`src/rtl/alu_defs.sv`:
```
// rtl/alu_defs.sv - opcode constants, FSM state encoding and opcode legality for the ALU share arbiter
package alu_defs;

    localparam logic [3:0] OP_AND = 4'b0000;
    localparam logic [3:0] OP_OR  = 4'b0001;
    localparam logic [3:0] OP_ADD = 4'b0010;
    localparam logic [3:0] OP_SUB = 4'b0110;
    localparam logic [3:0] OP_SLT = 4'b0111;
    localparam logic [3:0] OP_NOR = 4'b1100;

    typedef enum logic [1:0] {
        ST_IDLE = 2'd0,
        ST_EXEC = 2'd1,
        ST_RESP = 2'd2
    } state_e;

    function automatic logic is_legal_op(input logic [3:0] op);
        case (op)
            OP_AND, OP_OR, OP_ADD, OP_SUB, OP_SLT, OP_NOR: is_legal_op = 1'b1;
            default:                                      is_legal_op = 1'b0;
        endcase
    endfunction

endpackage

```
`src/rtl/rr_arbiter2.sv`:
```
// rtl/rr_arbiter2.sv - two-way round-robin grant; on a tie the requester that did not win last time wins
module rr_arbiter2 (
    input  logic valid0,
    input  logic valid1,
    input  logic last_grant,
    output logic grant,
    output logic grant_valid
);

    assign grant_valid = valid0 | valid1;
    assign grant       = (valid0 && valid1) ? ~last_grant : valid1;

endmodule

```
`src/rtl/alu_share_arbiter.sv`:
```
// rtl/alu_share_arbiter.sv - shares one combinational ALU between the EX stage (port 0) and the branch/address unit (port 1)
module alu_share_arbiter
    import alu_defs::*;
#(
    parameter int WIDTH = 32,
    parameter int OPW   = 4
) (
    input  logic             clk,
    input  logic             reset_n,
    input  logic             req0_valid,
    output logic             req0_ready,
    input  logic [WIDTH-1:0] req0_data1,
    input  logic [WIDTH-1:0] req0_data2,
    input  logic [OPW-1:0]   req0_op,
    input  logic             req1_valid,
    output logic             req1_ready,
    input  logic [WIDTH-1:0] req1_data1,
    input  logic [WIDTH-1:0] req1_data2,
    input  logic [OPW-1:0]   req1_op,
    output logic [WIDTH-1:0] alu_data1,
    output logic [WIDTH-1:0] alu_data2,
    output logic [OPW-1:0]   alu_operation,
    input  logic [WIDTH-1:0] alu_result,
    input  logic             alu_zero,
    output logic             rsp_valid,
    input  logic             rsp_ready,
    output logic             rsp_id,
    output logic [WIDTH-1:0] rsp_result,
    output logic             rsp_zero,
    output logic             rsp_illegal
);

    state_e           state_q, state_d;
    logic             last_grant_q, last_grant_d;
    logic [WIDTH-1:0] opa_q, opa_d;
    logic [WIDTH-1:0] opb_q, opb_d;
    logic [OPW-1:0]   op_q, op_d;
    logic             id_q, id_d;
    logic             rsp_id_q, rsp_id_d;
    logic [WIDTH-1:0] rsp_result_q, rsp_result_d;
    logic             rsp_zero_q, rsp_zero_d;
    logic             rsp_illegal_q, rsp_illegal_d;

    logic             grant;
    logic             grant_valid;
    logic             accept_ok;
    logic             accept;
    logic             op_legal;

    rr_arbiter2 u_arb (
        .valid0      (req0_valid),
        .valid1      (req1_valid),
        .last_grant  (last_grant_q),
        .grant       (grant),
        .grant_valid (grant_valid)
    );

    // A held response may be retired and replaced in the same cycle, giving back-to-back issue.
    assign accept_ok  = (state_q == ST_IDLE) || ((state_q == ST_RESP) && rsp_ready);
    assign accept     = accept_ok && grant_valid;
    assign req0_ready = accept && !grant;
    assign req1_ready = accept && grant;

    // Opcodes wider than the 4-bit table are only legal when the extra bits are zero.
    assign op_legal = is_legal_op(op_q[3:0]) && ((op_q >> 4) == '0);

    always_comb begin
        state_d       = state_q;
        last_grant_d  = last_grant_q;
        opa_d         = opa_q;
        opb_d         = opb_q;
        op_d          = op_q;
        id_d          = id_q;
        rsp_id_d      = rsp_id_q;
        rsp_result_d  = rsp_result_q;
        rsp_zero_d    = rsp_zero_q;
        rsp_illegal_d = rsp_illegal_q;

        if (accept) begin
            opa_d        = grant ? req1_data1 : req0_data1;
            opb_d        = grant ? req1_data2 : req0_data2;
            op_d         = grant ? req1_op    : req0_op;
            id_d         = grant;
            last_grant_d = grant;
        end

        case (state_q)
            ST_IDLE: begin
                if (accept) state_d = ST_EXEC;
            end
            ST_EXEC: begin
                rsp_id_d      = id_q;
                rsp_result_d  = op_legal ? alu_result : '0;
                rsp_zero_d    = op_legal && alu_zero;
                rsp_illegal_d = !op_legal;
                state_d       = ST_RESP;
            end
            ST_RESP: begin
                if (rsp_ready) state_d = accept ? ST_EXEC : ST_IDLE;
            end
            default: state_d = ST_IDLE;
        endcase
    end

    always_ff @(posedge clk or negedge reset_n) begin
        if (!reset_n) begin
            state_q       <= ST_IDLE;
            last_grant_q  <= 1'b1;
            opa_q         <= '0;
            opb_q         <= '0;
            op_q          <= '0;
            id_q          <= 1'b0;
            rsp_id_q      <= 1'b0;
            rsp_result_q  <= '0;
            rsp_zero_q    <= 1'b0;
            rsp_illegal_q <= 1'b0;
        end else begin
            state_q       <= state_d;
            last_grant_q  <= last_grant_d;
            opa_q         <= opa_d;
            opb_q         <= opb_d;
            op_q          <= op_d;
            id_q          <= id_d;
            rsp_id_q      <= rsp_id_d;
            rsp_result_q  <= rsp_result_d;
            rsp_zero_q    <= rsp_zero_d;
            rsp_illegal_q <= rsp_illegal_d;
        end
    end

    assign alu_data1     = opa_q;
    assign alu_data2     = opb_q;
    assign alu_operation = op_q;
    assign rsp_valid     = (state_q == ST_RESP);
    assign rsp_id        = rsp_id_q;
    assign rsp_result    = rsp_result_q;
    assign rsp_zero      = rsp_zero_q;
    assign rsp_illegal   = rsp_illegal_q;

endmodule

```
`config.mk`:
```
export PLATFORM = sky130hd
export DESIGN_NAME = alu_share_arbiter
export DESIGN_NICKNAME = d
export VERILOG_FILES = /design/src/rtl/alu_defs.sv /design/src/rtl/rr_arbiter2.sv /design/src/rtl/alu_share_arbiter.sv
export SDC_FILE = /design/constraint.sdc
export NUM_CORES = 1
export LEC_CHECK = 0
export CAP_MARGIN = 10
export CORE_ASPECT_RATIO = 1.5
export CORE_MARGIN = 10
export CORE_UTILIZATION = 35
export CTS_CLUSTER_SIZE = 24
export DETAILED_ROUTE_END_ITERATION = 12
export GPL_TIMING_DRIVEN = 0
export PLACE_DENSITY = 0.77
export SYNTH_ARGS = -nofsm -noshare
export SYNTH_HDL_FRONTEND = slang
export SYNTH_SLANG_ARGS = --single-unit
```
`constraint.sdc`:
```
create_clock -name clk -period 1.5 [get_ports clk]
set_input_delay 0.15 -clock clk [delete_from_list [all_inputs] [get_ports clk]]
set_output_delay 0.15 -clock clk [all_outputs]
set_load 0.02 [all_outputs]
```
Yosys cells after proc, flatten, opt, wreduce, memory -nomap -nowiden

Cells that the tools add are included.

Word-level logic and storage cells: 44
Output and inout bits: 106
Bits of input ports: 174
Bits in registers: 107

Eq/ne operators: 9
Reduce and logical (&&, ||, !) cells: 13
Mux-type cells: 10
Bitwise gates (word level): 2

Operators by type and width:

| cell                                                                   | count |
|---|---|
| 32-bit 2-to-1 mux                                                      | 3 |
| 4-bit by 3-bit equality test with 1-bit output (second input constant) | 2 |
| 1-bit logical AND                                                      | 6 |
| 2-bit case mux with 3 select lines                                     | 1 |
| 6-bit OR reduction                                                     | 1 |
| 4-bit by 1-bit equality test with 1-bit output (second input constant) | 1 |
| 4-bit by 2-bit equality test with 1-bit output (second input constant) | 1 |
| 4-bit equality test (second input constant)                            | 1 |
| 4-bit zero test                                                        | 1 |
| 2-bit 2-to-1 mux                                                       | 2 |
| 4-bit 2-to-1 mux                                                       | 1 |
| 1-bit 2-to-1 mux                                                       | 3 |
| 2-bit by 1-bit equality test with 1-bit output (second input constant) | 1 |
| 2-bit equality test (second input constant)                            | 1 |
| 1-bit zero test                                                        | 2 |
| 2-bit zero test                                                        | 1 |
| 2-bit by 1-bit != test with 1-bit output (second input constant)       | 1 |
| 2-bit != test (second input constant)                                  | 1 |
| 2-bit AND reduction                                                    | 1 |
| 1-bit logical OR                                                       | 1 |
| 1-bit NOT                                                              | 1 |
| 1-bit OR                                                               | 1 |

Logic depth before layout (Yosys ltp)

Gate-level depths: netlist (run 1).

Depth in word-level cells: 7
Mapped depth: 6
Mapped depth without buffers: 3

Hierarchy

Synthesis (run 1) repeated with hierarchy kept, for this count alone.

Cell total of the unflattened synthesis: 353
Area, all modules: 5356.4 µm²

Modules (own cells, without submodules):

| module            | instances | area an instance (µm²) | sequential area each (µm²) | cells an instance |
|---|---|---|---|---|
| alu_share_arbiter | 1         | 5342.6                 | 2678.8                     | 351 |
| rr_arbiter2       | 1         | 13.8                   | 0.0                        | 2 |

Least setup slack after synthesis (run 1)

OpenSTA, ideal clock, no wires.

Kind: register -> register
Start point: register state_q[1]
End point: register opa_q[0], in the netlist alu_data1[0]
Arrival time: 1662 ps
Period minus slack after synthesis: 1730 ps
Stages on the path, launching flop included: 6
Setup time: 67 ps
Buffers on the path: 2
Path slack: -230 ps
Data required time: 1433 ps
Path through: dfrtp_1 -> nor2b_4 -> buf_6 -> a2111oi_4 -> clkbuf_1 -> a221o_1

Longest elaborated chain between the ends: 4
Elaborated cells between the ends (all ways): 5
Those cells by class: eq/ne: 1; reduce/logical: 4

RTL lines:

| element                | line                     | RTL |
|---|---|---|
| start, declared        | alu_share_arbiter.sv:33  | `state_e state_q, state_d;` |
| start signal, assigned | alu_share_arbiter.sv:118 | `state_q <= state_d;` |
| 2-bit equality test    | alu_share_arbiter.sv:59  | `assign accept_ok = (state_q == ST_IDLE) \|\| ((state_q == ST_RESP) && rsp_ready);` |
| 1-bit logical AND      | alu_share_arbiter.sv:59  |  |
| 1-bit logical OR (*)   | alu_share_arbiter.sv:59  |  |
| 1-bit logical AND (*)  | alu_share_arbiter.sv:60  | `assign accept = accept_ok && grant_valid;` |
| end signal, assigned   | alu_share_arbiter.sv:120 | `opa_q <= opa_d;` |
| end, declared          | alu_share_arbiter.sv:35  | `logic [WIDTH-1:0] opa_q, opa_d;` |

Every way passes the cells marked *; elsewhere a longest branch is shown, timed or not.
A chain may end at the register's enable or synchronous reset.

Worst setup path after layout (run 1)

Start point: register last_grant_q
End point: register opa_q[6], in the netlist alu_data1[6]

Longest elaborated chain between the ends: 3

RTL lines:

| element                | line                     | RTL |
|---|---|---|
| start, declared        | alu_share_arbiter.sv:34  | `logic last_grant_q, last_grant_d;` |
| start signal, assigned | alu_share_arbiter.sv:119 | `last_grant_q <= last_grant_d;` |
| 1-bit NOT              | rr_arbiter2.sv:11        | `assign grant = (valid0 && valid1) ? ~last_grant : valid1;` |
| 1-bit 2-to-1 mux       | rr_arbiter2.sv:11        |  |
| 32-bit 2-to-1 mux      | alu_share_arbiter.sv:80  | `opa_d = grant ? req1_data1 : req0_data1;` |

Every way passes these cells.

==> metrics.txt, run 1 <==
# TYPE chip_impl_metric gauge
chip_impl_metric{name="timing.critical_path.fanout_max",unit=""} 5
chip_impl_info{name="status",value="finished with violations"} 1
chip_impl_metric{name="layout_area_overhead",unit="%"} 82.0
chip_impl_metric{name="power_density",unit="nW/µm²"} 2000
chip_impl_metric{name="internal-power",unit="mW"} 10.8
chip_impl_metric{name="fp.coreArea",unit="µm²"} 13600
chip_impl_metric{name="final-setup-viol-count",unit=""} 71
chip_impl_metric{name="ys_warn_count",unit=""} 0
chip_impl_info{name="synth_top_family_by_area",value="compound AO/OA/AOI/OAI gates"} 1
chip_impl_metric{name="post_synth_fa_ha_maj_area_fraction",unit="%"} 0
chip_impl_metric{name="post-route-min-period",unit="ns"} 1.75
chip_impl_info{name="timing.hold.worst.class",value="in -> async"} 1
chip_impl_info{name="worstSetupPathType",value="reg -> reg"} 1
chip_impl_metric{name="postSynthCellCount",unit=""} 380
chip_impl_metric{name="hpwl",unit="µm"} 15900
chip_impl_info{name="cts_tree",value="yes"} 1
chip_impl_metric{name="xor_xnor_share_of_the_synthesized_area",unit="%"} 0
chip_impl_metric{name="power.share.combinational",unit="%"} 56.5
chip_impl_metric{name="grt_antenna_before_repair",unit=""} 1
chip_impl_metric{name="wire_length_of_the_first_global_routing_pass",unit="µm"} 29800
chip_impl_metric{name="final_critical_path_setup_slack",unit="ns"} -0.245
chip_impl_metric{name="die_height",unit="µm"} 165
chip_impl_info{name="violated_checks",value="setup timing"} 1
chip_impl_metric{name="netlist-cell-type-count",unit=""} 23
chip_impl_metric{name="detailroute.via_count",unit=""} 4824
chip_impl_metric{name="critical_path_required",unit="ns"} 1.78
chip_impl_metric{name="fin_hold_ws",unit="ns"} 0.402
chip_impl_metric{name="clock_path_buffers",unit=""} 2
chip_impl_info{name="clock_tree.root_cell",value="clkbuf_16"} 1
chip_impl_metric{name="period_share",unit="%"} 116
chip_impl_metric{name="stdcell_count",unit=""} 864
chip_impl_metric{name="synth_simple_gate_area_share",unit="%"} 1.18
chip_impl_metric{name="num-nets-final",unit=""} 870
chip_impl_metric{name="ios",unit=""} 280
chip_impl_info{name="layout.cells.most_common",value="clkdlybuf4s50_1"} 1
chip_impl_metric{name="drt-wirelength-per-cell",unit="µm"} 24.1
chip_impl_metric{name="dieWidth",unit="µm"} 116
chip_impl_metric{name="clock_transition_at_the_register_clock_pins_on_the_worst_setup_and_hold_paths_after_cts",unit="ns"} 0.08
chip_impl_metric{name="clock_power_share",unit="%"} 15.0
chip_impl_metric{name="place_inst",unit=""} 822
chip_impl_metric{name="detail_route.drc_violations",unit=""} 0
chip_impl_metric{name="power.share.switching",unit="%"} 39.2
chip_impl_metric{name="clkSinkCount",unit=""} 107
chip_impl_metric{name="ys_seq_elements",unit=""} 107
chip_impl_metric{name="final_cell_area",unit="µm²"} 8870
chip_impl_metric{name="routed_wirelength",unit="µm"} 20800
chip_impl_info{name="r2r_start",value="last_grant_q"} 1
chip_impl_metric{name="gpl.final_weighted_congestion",unit=""} 0.840
chip_impl_metric{name="drt.antenna.violating_nets",unit=""} 0
chip_impl_metric{name="pre_repair_dr_iteration_count",unit=""} 6
chip_impl_metric{name="postSynthAreaPerCell",unit="µm²"} 12.8
chip_impl_metric{name="floorplan.die_area",unit="µm²"} 19100
chip_impl_metric{name="post_dp_cell_area",unit="µm²"} 7900
chip_impl_metric{name="finClkSkew",unit="ns"} 0.0175
chip_impl_metric{name="buffer_ports.inserted",unit=""} 279
chip_impl_metric{name="final_layout_size_suffix_gt1_share",unit="%"} 14.3
chip_impl_metric{name="power_switching",unit="mW"} 6.94
chip_impl_metric{name="worst_ir_drop_vdd",unit="mV"} 1.03
chip_impl_metric{name="rows",unit=""} 52
chip_impl_metric{name="grt_start_max_net_pins",unit=""} 55
chip_impl_metric{name="clock_latency",unit="ns"} 0.35
chip_impl_metric{name="timing.slew.headroom",unit="%"} 50.3
chip_impl_metric{name="slew_viol_final",unit=""} 0
chip_impl_metric{name="dp_slack",unit="ns"} -1.24
chip_impl_metric{name="synth.net_count",unit=""} 554
chip_impl_metric{name="cellLeakagePower",unit="nW"} 4.35
chip_impl_info{name="rsz0062_at_grt",value="true"} 1
chip_impl_metric{name="clock_tree.htree_level_count",unit=""} 3
chip_impl_metric{name="power.sequential.fraction",unit="%"} 28.5
chip_impl_metric{name="viasPerCell",unit=""} 5.58
chip_impl_metric{name="starting_density",unit="%"} 35.9
chip_impl_metric{name="groute.usage.overall",unit="%"} 20.1
chip_impl_metric{name="ys_seq_area_share",unit="%"} 54.9
chip_impl_info{name="commonest_cells_after_routing_fill_and_taps_aside",value="clkdlybuf4s50_1 (189), dfrtp_1 (106), o31a_1 (68), a221o_1 (68), dlygate4sd2_1 (50)"} 1
chip_impl_info{name="setup.worst_path.start",value="last_grant_q"} 1
chip_impl_metric{name="gr-total-overflow",unit=""} 0
chip_impl_metric{name="critPathArrivalTime",unit="ns"} 2.02
chip_impl_metric{name="count_of_maximum_capacitance_violations",unit=""} 0
chip_impl_info{name="endpoint_class_of_the_critical_path",value="register"} 1
chip_impl_metric{name="syn_area",unit="µm²"} 4880
chip_impl_metric{name="synth_mux_area_share",unit="%"} 6.77
chip_impl_metric{name="timing_hold_violations_final",unit=""} 0
chip_impl_metric{name="cts_made_buffers",unit=""} 9
chip_impl_info{name="critical_path.startpoint_type",value="register"} 1
chip_impl_metric{name="iteration_0_drc_markers",unit=""} 277
chip_impl_metric{name="layout.filler_cells",unit=""} 1093
chip_impl_metric{name="via_count_of_the_first_global_routing_pass",unit=""} 5261
chip_impl_metric{name="worst_pin_slew",unit="ns"} 0.746
chip_impl_metric{name="fmaxAchievable",unit="GHz"} 0.573
chip_impl_metric{name="synth-compound-area-share",unit="%"} 31.5
==> cell usage after synthesis, drive strengths merged <==
| library cell | n | area share (%) |
|---|---|---|
| dfrtp | 106 | 54 |
| a221o | 68 | 14 |
| o31a | 68 | 12 |
| a21oi | 35 | 3.6 |
| mux2i | 33 | 6.8 |
| clkbuf | 31 | 2.4 |
| buf | 16 | 2.7 |
| inv | 6 | 0.46 |
| o21ai | 3 | 0.31 |
| a2111oi | 2 | 1.1 |
| nand2b | 2 | 0.26 |
| nor2 | 2 | 0.15 |
| nor2b | 2 | 0.41 |
| a211oi | 1 | 0.15 |
| a22o | 1 | 0.18 |
| dfstp | 1 | 0.54 |
| nand2 | 1 | 0.077 |
| nor3b | 1 | 0.15 |
| or3 | 1 | 0.13 |
==> power by group through the flow <==
stage,sequential (mW),combinational [mW],clock (mW)
floorplan,6.61,3.45,0
global placement,5.03,9.24,0
detailed placement,5.12,9.44,0
CTS,5.06,9.55,2.70
global route,5.20,10.6,2.81
finish,5.05,10.0,2.65
==> metal layers <==
metal | share of wire [%] | global-route usage [%] | up-vias
met2 | 52 | 35.8 | 228
met4 | 2.3 | 7.13 | 0
met3 | 8.8 | 7.15 | 32
met5 | 0 | 0 | -
li1 | - | - | 2171
met1 | 37 | 21.2 | 2393
==> area by class of cell <==
class | instances | area (µm²) | area share, %
Buffer | 42 | 384 | 4.33
Antenna cell | 1 | 2.50 | 0.0282
Timing Repair Buffer | 310 | 3280 | 37.0
Sequential cell | 107 | 2680 | 30.2
Multi-Input combinational cell | 220 | 1970 | 22.2
Inverter | 6 | 22.5 | 0.254
Clock inverter | 6 | 93.8 | 1.06
Tap cell | 162 | 203 | 2.28
Clock buffer | 10 | 239 | 2.69
==> sequential cells by signal (all words and copies together) (netlist names), 2 cells and up <==
name and cells:
alu_operation 4, alu_data2 32, alu_data1 32, state_q 2
rsp_result 32
==> path summary, 6_finish.rpt <==
check | end | slack, ns | cells after the start
max reg2reg | alu_data1[6] | -0.25 | 6
max in group asynchronous | last_grant_q | 0.31 | 3
max | alu_data1[6] | -0.25 | 6
min | rsp_result[1] | 0.40 | 2
min reg2reg | rsp_id | 0.51 | 2
min in group clk | alu_data2[20] | 0.41 | 2
==> metrics by stage <==
step	setup TNS, ns	power, mW	utilization (%)
after floorplan	-8.67	10.1	-
after global placement	-456.19	14.3	57.9
after detailed placement	-66.10	14.6	58.1
after CTS	-6.57	17.3	62.2
after global routing	-15.87	18.6	65.2
final	-11.59	17.7	65.2
==> cell families (layout without fill, tap and decap cells) <==
logic type / count (synthesis) / in the layout
other: 0 / 1
and+or+nand+nor: 9 / 9
DFF: 107 / 107
AOI/OAI and AO/OA: 178 / 178
muxes: 33 / 33
buffers and inverters: 53 / 374
==> what timing repair did <==
item,4_1_cts,5_1_grt
pin swaps,3,1
gates resized for setup,124,65
endpoints found under the setup margin,155,137
buffers inserted,13,7
hold buffers,1,0
cloned,1,8
endpoints found under the hold margin,53,0
==> worst max-delay path, cell delays in order (launching register included) <==
cell,delay (ns)
dfstp_2,0.57
inv_2,0.06
a2111oi_4,0.34
buf_4,0.23
buf_12,0.15
clkbuf_16,0.15
a221o_1,0.17
Note: power is estimated with default switching activity, not from simulation.
==> inputs of run 2 (changes only) <==
==> constraint.sdc (replaced) <==
create_clock -name clk -period 1.5 [get_ports clk]
set_input_delay 0.15 -clock clk [delete_from_list [all_inputs] [get_ports clk]]
set_output_delay 0.15 -clock clk [all_outputs]
set_load 0.1 [all_outputs]
==> run 2 against run 1 <==
  * The run still ends with setup timing left
  * Register-to-register slack improved by 0.02 ns
  * Die area did not move
  * Worst setup slack worse by 0.034 ns
  * Sequential share of layout area grew 0.097 points
  * Wire length fell by 1.6%
  * Highest routed layer unchanged
  * First-iteration DRC count is 23% lower
  * Via count grew 0.25%
  * Clock skew fell by 0.0069 ns
  * Hold slack improved by 0.012 ns
  * Critical path type is now reg -> out
==> metrics.txt, run 2 (synthesized netlist as in run 1, its figures left out) <==
# TYPE chip_impl_metric gauge
chip_impl_info{name="status",value="finished with violations"} 1
chip_impl_info{name="violated_checks",value="setup timing"} 1
chip_impl_metric{name="timing.slew.headroom",unit="%"} 48.2
chip_impl_metric{name="buffer_ports.inserted",unit=""} 279
chip_impl_info{name="critical_path.startpoint_type",value="register"} 1
chip_impl_info{name="r2r-end",value="alu_data1[6]"} 1
chip_impl_info{name="timing.hold.worst.class",value="in -> reg"} 1
chip_impl_metric{name="groute.usage.overall",unit="%"} 20.2
chip_impl_metric{name="reg2reg_setup_slack",unit="ns"} -0.23
chip_impl_metric{name="drt-wirelength-per-cell",unit="µm"} 23.7
chip_impl_metric{name="fp.coreArea",unit="µm²"} 13600
chip_impl_metric{name="ios",unit=""} 280
chip_impl_metric{name="routed_wirelength",unit="µm"} 20500
chip_impl_metric{name="iteration_0_drc_markers",unit=""} 213
chip_impl_metric{name="timing.critical_path.fanout_max",unit=""} 2
chip_impl_info{name="worst_path_max_delay_cell",value="dfstp_2"} 1
chip_impl_metric{name="timing.critical_path.slowest_cell_delay",unit="ns"} 0.54
chip_impl_metric{name="cp_num_buf_inv",unit=""} 3
chip_impl_metric{name="detailroute.via_count",unit=""} 4836
chip_impl_metric{name="final_layout_size_suffix_gt1_share",unit="%"} 29.0
chip_impl_info{name="clock_tree.root_cell",value="clkbuf_16"} 1
chip_impl_metric{name="die_height",unit="µm"} 165
chip_impl_info{name="setup.worst_path.start",value="last_grant_q"} 1
chip_impl_metric{name="cts_made_buffers",unit=""} 9
chip_impl_metric{name="period_share",unit="%"} 119
chip_impl_metric{name="pre_repair_dr_iteration_count",unit=""} 4
chip_impl_metric{name="final-setup-viol-count",unit=""} 70
chip_impl_metric{name="wire_length_of_the_first_global_routing_pass",unit="µm"} 30300
chip_impl_metric{name="layout_area_overhead",unit="%"} 82.4
chip_impl_metric{name="dieWidth",unit="µm"} 116
chip_impl_info{name="cts_tree",value="yes"} 1
chip_impl_info{name="endpoint_class_of_the_critical_path",value="primary output"} 1
chip_impl_metric{name="dp_slack",unit="ns"} -1.74
chip_impl_metric{name="starting_density",unit="%"} 35.9
chip_impl_metric{name="rr_worst_depth",unit=""} 6
chip_impl_metric{name="fmaxAchievable",unit="GHz"} 0.562
chip_impl_metric{name="detail_route.drc_violations",unit=""} 0
chip_impl_info{name="cp_cell_sequence",value="inv_2 > a2111oi_4 > buf_12 > buf_12"} 1
chip_impl_metric{name="clock_tree.htree_level_count",unit=""} 3
chip_impl_metric{name="via_count_of_the_first_global_routing_pass",unit=""} 5383
chip_impl_metric{name="post-route-min-period",unit="ns"} 1.78
chip_impl_metric{name="critical_path_required",unit="ns"} 1.35
chip_impl_info{name="min-delay-start",value="req1_data2[1]"} 1
chip_impl_info{name="critical_path.most_common_cell",value="buf_12"} 1
chip_impl_metric{name="gr-total-overflow",unit=""} 0
chip_impl_metric{name="grt_antenna_before_repair",unit=""} 2
chip_impl_metric{name="finClkSkew",unit="ns"} 0.0107
chip_impl_metric{name="drt.antenna.violating_nets",unit=""} 0
chip_impl_metric{name="critPathArrivalTime",unit="ns"} 1.63
chip_impl_metric{name="clkSinkCount",unit=""} 107
chip_impl_info{name="worstSetupPathType",value="reg -> out"} 1
chip_impl_metric{name="num-nets-final",unit=""} 869
chip_impl_metric{name="clock_transition_at_the_register_clock_pins_on_the_worst_setup_and_hold_paths_after_cts",unit="ns"} 0.07
chip_impl_info{name="min_delay_worst_endpoint",value="alu_data2[1]"} 1
chip_impl_info{name="timing.critical_path.max_delay_family",value="flip-flops"} 1
chip_impl_metric{name="grt_start_max_net_pins",unit=""} 58
chip_impl_metric{name="final_critical_path_setup_slack",unit="ns"} -0.280
chip_impl_metric{name="timing_hold_violations_final",unit=""} 0
chip_impl_metric{name="layout.filler_cells",unit=""} 1028
chip_impl_metric{name="count_of_maximum_capacitance_violations",unit=""} 0
chip_impl_info{name="layout.cells.most_common",value="clkdlybuf4s50_1"} 1
chip_impl_info{name="r2r_start",value="last_grant_q"} 1
chip_impl_metric{name="hold_path_cell_cnt",unit=""} 2
chip_impl_metric{name="clock_path_buffers",unit=""} 2
chip_impl_metric{name="clock_latency",unit="ns"} 0.34
chip_impl_metric{name="rows",unit=""} 52
chip_impl_metric{name="hpwl",unit="µm"} 15600
chip_impl_metric{name="worst_pin_slew",unit="ns"} 0.777
chip_impl_info{name="rsz0062_at_grt",value="true"} 1
chip_impl_metric{name="floorplan.die_area",unit="µm²"} 19100
chip_impl_metric{name="viasPerCell",unit=""} 5.60
chip_impl_info{name="commonest_cells_after_routing_fill_and_taps_aside",value="clkdlybuf4s50_1 (170), dfrtp_1 (102), clkdlybuf4s15_2 (98), o31a_1 (68), a221o_1 (68)"} 1
chip_impl_metric{name="gpl.final_weighted_congestion",unit=""} 0.787
chip_impl_metric{name="slew_viol_final",unit=""} 0
-- run 2: changes by cell type in the layout (fill, tap and decap cells not counted), moves of 4 or more --
cell             before  now
dlymetal6s2s_1       36    0
dlygate4sd2_1        50    2
dfrtp_4               0    4
dfrtp_1             106  102
buf_4                14   19
clkdlybuf4s15_2       0   98
clkdlybuf4s50_1     189  170
-- run 2: how the worst max path moves through the flow --
| stage | depth (start not counted) | slack (ns) | endpoint |
|---|---|---|---|
| 3_5_place_dp | 6 | -1.74 | req0_ready |
| 2_1_floorplan | 5 | -0.26 | alu_data1[0] |
| 5_1_grt | 4 | -0.34 | req0_ready |
| 4_1_cts | 4 | -0.29 | req0_ready |
| 6_report | 4 | -0.28 | req0_ready |
| 3_3_place_gp | 1 | -4.45 | alu_operation[3] |
-- run 2: metrics by stage --
stage | utilization [%] | hold slack, ns | instance area, µm² | cells | setup TNS (ns)
after floorplan | - | -0.146 | 4930 | 380 | -12.53
after global placement | 58.3 | 0.487 | 7930 | 821 | -472.97
after detailed placement | 58.5 | 0.278 | 7950 | 822 | -77.72
after CTS | 63.2 | 0.402 | 8600 | 846 | -7.37
after global routing | 65.4 | 0.410 | 8890 | 863 | -16.73
final | 65.4 | 0.414 | 8890 | 863 | -11.79
-- run 2: worst register-to-register path: stages (launching register included) --
cell and delay (ns):
dfstp_2 0.54, inv_2 0.05, a2111oi_4 0.38, buf_4 0.22, buf_12 0.16, clkbuf_16 0.17, a221o_1 0.15
-- run 2: cell type report --
| class | instances | area [µm²] | area share (%) |
|---|---|---|---|
| Tap cell | 162 | 203 | 2.28 |
| Multi-Input combinational cell | 220 | 1950 | 21.9 |
| Inverter | 6 | 26.3 | 0.295 |
| Clock inverter | 3 | 46.3 | 0.521 |
| Timing Repair Buffer | 306 | 3290 | 37.0 |
| Antenna cell | 2 | 5.00 | 0.0563 |
| Clock buffer | 12 | 256 | 2.88 |
| Buffer | 45 | 423 | 4.76 |
| Sequential cell | 107 | 2690 | 30.3 |
-- run 2: per-layer routing --
layer	GRT usage [%]	wire, µm	vias to the layer above
met4	8.11	659	0
met1	21.5	7320	2381
li1	-	-	2175
met2	34.3	10400	239
met5	0	0	-
met3	8.61	2050	41
-- run 2: what timing repair did --
item / in CTS / in global routing
endpoints found under the setup margin: 210 / 106
endpoints found under the hold margin: 56 / 0
cloned: 0 / 8
pin swaps: 3 / 5
setup buffers: 10 / 7
hold buffers: 1 / 0
gates resized for setup: 389 / 28
Power of run 2 is left out: the tool's default activity adds up to more than one toggle a clock period on the data nets, which glitch-free logic cannot reach.
==> inputs of run 3 (changes only) <==
--- a/config.mk
+++ b/config.mk
@@ -8,11 +8,13 @@
 export CAP_MARGIN = 10
 export CORE_ASPECT_RATIO = 1.5
 export CORE_MARGIN = 10
-export CORE_UTILIZATION = 35
-export CTS_CLUSTER_SIZE = 24
+export CORE_UTILIZATION = 37
+export CTS_BUF_LIST = sky130_fd_sc_hd__clkbuf_4 sky130_fd_sc_hd__clkbuf_8
+export CTS_CLUSTER_SIZE = 40
 export DETAILED_ROUTE_END_ITERATION = 12
 export GPL_TIMING_DRIVEN = 0
-export PLACE_DENSITY = 0.77
+export PLACE_DENSITY = 0.78
 export SYNTH_ARGS = -nofsm -noshare
 export SYNTH_HDL_FRONTEND = slang
+export SYNTH_HIERARCHICAL = 1
 export SYNTH_SLANG_ARGS = --single-unit
==> run 3 against run 2 <==
  * The flow still finishes with violations (setup timing)
  * Sequential share of layout area fell by 0.48 points
  * Maximum frequency rose by 5.3%
  * Clock skew rose by 0.0055 ns
  * Non-clock buffer count fell by 33
  * Wire length fell by 16%
  * Synthesized cell count fell by 7.1%
  * Count of clock-buffer cells in the layout did not move
  * Synthesized area rose by 9.9%
  * Global-route usage fell by 3.4 points
  * Highest routed layer unchanged
==> metrics.txt, run 3 <==
# TYPE chip_impl_metric gauge
chip_impl_info{name="status",value="finished with violations"} 1
chip_impl_info{name="violated_checks",value="setup timing"} 1
chip_impl_metric{name="hpwl",unit="µm"} 13600
chip_impl_metric{name="timing.critical_path.slowest_cell_delay",unit="ns"} 0.56
chip_impl_info{name="cts_tree",value="yes"} 1
chip_impl_metric{name="gpl.final_weighted_congestion",unit=""} 0.752
chip_impl_metric{name="detail_route.drc_violations",unit=""} 0
chip_impl_metric{name="crit_cells",unit=""} 5
chip_impl_metric{name="routed-wl-met2",unit="µm"} 9460
chip_impl_metric{name="timing.critical_path.fanout_max",unit=""} 5
chip_impl_metric{name="ys_seq_elements",unit=""} 107
chip_impl_info{name="yosys-top-cells-count",value="dfrtp_1 (106), mux2_2 (69), mux2_4 (67)"} 1
chip_impl_info{name="rsz0062_at_grt",value="true"} 1
chip_impl_metric{name="detailroute.via_count",unit=""} 4066
chip_impl_metric{name="ys_async_sr_fraction",unit="%"} 100
chip_impl_metric{name="wire_length_of_the_first_global_routing_pass",unit="µm"} 26700
chip_impl_metric{name="starting_density",unit="%"} 37.9
chip_impl_metric{name="clkSinkCount",unit=""} 107
chip_impl_info{name="crit_end",value="req0_ready"} 1
chip_impl_info{name="cp_cell_sequence",value="a21boi_2 > buf_6 > buf_8 > nor2b_4 > buf_12"} 1
chip_impl_metric{name="final_critical_path_setup_slack",unit="ns"} -0.190
chip_impl_info{name="worst_path_max_delay_cell",value="dfstp_2"} 1
chip_impl_metric{name="synth.net_count",unit=""} 527
chip_impl_metric{name="clock_latency",unit="ns"} 0.36
chip_impl_info{name="timing.hold.worst.class",value="in -> reg"} 1
chip_impl_metric{name="finished_core_util",unit="%"} 63.9
chip_impl_metric{name="synth_top_cell_area_share",unit="%"} 49.5
chip_impl_metric{name="die_height",unit="µm"} 167
chip_impl_metric{name="count_of_maximum_capacitance_violations",unit=""} 0
chip_impl_metric{name="routed_wirelength",unit="µm"} 17200
chip_impl_info{name="postSynth.topFlopCell",value="dfrtp_1"} 1
chip_impl_metric{name="final_layout_size_suffix_gt1_share",unit="%"} 47.4
chip_impl_info{name="yosys.cell_count.top_type",value="dfrtp_1"} 1
chip_impl_info{name="commonest_cells_after_routing_fill_and_taps_aside",value="clkdlybuf4s50_1 (172), dfrtp_1 (102), mux2_4 (73), mux2_2 (66), clkdlybuf4s15_2 (65)"} 1
chip_impl_metric{name="ys_warn_count",unit=""} 6
chip_impl_metric{name="final-setup-viol-count",unit=""} 70
chip_impl_metric{name="timing.slew.headroom",unit="%"} 49.6
chip_impl_metric{name="route.layer.met1.wl",unit="µm"} 6290
chip_impl_metric{name="slew_viol_final",unit=""} 0
chip_impl_metric{name="postSynthAreaPerCell",unit="µm²"} 15.2
chip_impl_info{name="synth_top_area_cell",value="dfrtp_1"} 1
chip_impl_metric{name="critPathArrivalTime",unit="ns"} 1.54
chip_impl_metric{name="post_dp_cell_area",unit="µm²"} 8490
chip_impl_metric{name="dieWidth",unit="µm"} 118
chip_impl_metric{name="clock_tree.htree_level_count",unit=""} 3
chip_impl_metric{name="worst_pin_slew",unit="ns"} 0.756
chip_impl_info{name="r2r_start",value="last_grant_q"} 1
chip_impl_metric{name="finClkSkew",unit="ns"} 0.0161
chip_impl_metric{name="postSynthCellCount",unit=""} 353
chip_impl_metric{name="final_cell_area",unit="µm²"} 9020
chip_impl_metric{name="iteration_0_drc_markers",unit=""} 143
chip_impl_metric{name="buffer_ports.inserted",unit=""} 279
chip_impl_metric{name="gr-total-overflow",unit=""} 0
chip_impl_metric{name="groute.usage.overall",unit="%"} 16.8
chip_impl_info{name="layout.cells.most_common",value="clkdlybuf4s50_1"} 1
chip_impl_metric{name="timing_hold_violations_final",unit=""} 0
chip_impl_metric{name="ios",unit=""} 280
chip_impl_metric{name="period_share",unit="%"} 113
chip_impl_info{name="worstSetupPathType",value="reg -> out"} 1
chip_impl_metric{name="routed-wl-met3",unit="µm"} 1280
chip_impl_info{name="synth.top_cells.by_area",value="dfrtp_1 (50%), mux2_4 (19%), mux2_2 (15%)"} 1
chip_impl_metric{name="grt_antenna_before_repair",unit=""} 0
chip_impl_metric{name="rr_worst_depth",unit=""} 6
chip_impl_info{name="timing.critical_path.max_delay_family",value="flip-flops"} 1
chip_impl_metric{name="pre_repair_dr_iteration_count",unit=""} 4
chip_impl_info{name="r2r-end",value="alu_data2[0]"} 1
chip_impl_metric{name="fmaxAchievable",unit="GHz"} 0.592
chip_impl_metric{name="ys_seq_area_share",unit="%"} 50.0
chip_impl_metric{name="layout_area_overhead",unit="%"} 68.4
chip_impl_metric{name="critical_path_required",unit="ns"} 1.35
chip_impl_metric{name="clock_transition_at_the_register_clock_pins_on_the_worst_setup_and_hold_paths_after_cts",unit="ns"} 0.11
chip_impl_metric{name="insertedDiodeCount",unit=""} 0
chip_impl_info{name="setup.worst_path.start",value="last_grant_q"} 1
chip_impl_metric{name="grt_start_max_net_pins",unit=""} 58
chip_impl_metric{name="reg2reg_setup_slack",unit="ns"} -0.19
chip_impl_info{name="endpoint_class_of_the_critical_path",value="primary output"} 1
chip_impl_metric{name="post-route-min-period",unit="ns"} 1.69
chip_impl_metric{name="cts_made_buffers",unit=""} 9
chip_impl_metric{name="viasPerCell",unit=""} 4.77
chip_impl_metric{name="dp_slack",unit="ns"} -1.20
chip_impl_metric{name="via_count_of_the_first_global_routing_pass",unit=""} 4640
chip_impl_metric{name="drt-wirelength-per-cell",unit="µm"} 20.2
chip_impl_metric{name="rows",unit=""} 53
chip_impl_metric{name="num-nets-final",unit=""} 830
chip_impl_metric{name="drt.antenna.violating_nets",unit=""} 0
chip_impl_metric{name="syn_area",unit="µm²"} 5360
chip_impl_metric{name="synth-edff-count",unit=""} 0
chip_impl_metric{name="floorplan.die_area",unit="µm²"} 19800
chip_impl_metric{name="clock_path_buffers",unit=""} 2
chip_impl_metric{name="netlist-cell-type-count",unit=""} 24
chip_impl_info{name="topRoutingLayerUsed",value="met4"} 1
chip_impl_info{name="critical_path.startpoint_type",value="register"} 1
chip_impl_metric{name="cp_num_buf_inv",unit=""} 3
chip_impl_info{name="clock_tree.root_cell",value="clkbuf_8"} 1
chip_impl_metric{name="fp.coreArea",unit="µm²"} 14100
==> run 3: layout make-up <==
| class | instances | area [µm²] |
|---|---|---|
| buffer | 24 | 387 |
| fill | 1100 | 5100 |
| multi-input combinational | 220 | 2470 |
| tap | 192 | 240 |
| sequential | 107 | 2690 |
| clock buffer | 12 | 153 |
| timing repair buffer | 294 | 3050 |
| clock inverter | 4 | 33.8 |
==> run 3: worst min path at each step <==
| stage | startpoint | endpoint | slack, ns | cells after the start |
|---|---|---|---|---|
| 4_1_cts | alu_result[20] | rsp_result[20] | 0.38 | 3 |
| 3_3_place_gp | alu_data1[7] | alu_data1[7] | 0.47 | 1 |
| 3_5_place_dp | reset_n | rsp_result[9] | 0.27 | 1 |
| 2_1_floorplan | reset_n | alu_data1[0] | -0.15 | 0 |
| 5_1_grt | alu_result[20] | rsp_result[20] | 0.40 | 3 |
| 6_report | alu_result[20] | rsp_result[20] | 0.39 | 3 |
==> run 3: worst min-delay path, delay by kind of cell <==
family	cells	cell delay, ns
AOI/OAI and AO/OA	1	0.05
muxes	1	0.13
buffers and inverters	1	0.39
==> run 3: per-stage QoR <==
| step | hold slack, ns | setup TNS (ns) | instances |
|---|---|---|---|
| 2_1_floorplan | -0.146 | -0.168 | 353 |
| 3_5_place_dp | 0.268 | -42.04 | 825 |
| 3_3_place_gp | 0.470 | -444.08 | 824 |
| 4_1_cts | 0.376 | -11.42 | 853 |
| 6_report | 0.395 | -9.52 | 853 |
| 5_1_grt | 0.396 | -13.26 | 853 |
==> run 3: per-layer routing <==
layer	up-vias	global-route usage [%]
met2	152	31.2
met4	0	3.51
met3	10	5.76
met1	2034	17.9
met5	-	0
li1	1870	-
==> run 3: timing repair <==
| action | 4_1_cts | 5_1_grt |
|---|---|---|
| endpoints found under the setup margin | 172 | 137 |
| cloned | 1 | 0 |
| hold buffers | 1 | 0 |
| hold endpoints to repair | 56 | 0 |
| pin swaps | 2 | 2 |
| gates resized for setup | 359 | 64 |
| buffers inserted | 11 | 1 |
==> run 3: kinds of logic after synthesis <==
kind of cell    Yosys count  synth area share (%)
flops                   107                  50.0
compound gates           38                  3.71
buf+inv                  26                  4.88
mux                     172                  40.1
simple gates             10                  1.31
Power of run 3 is left out for the same reason.
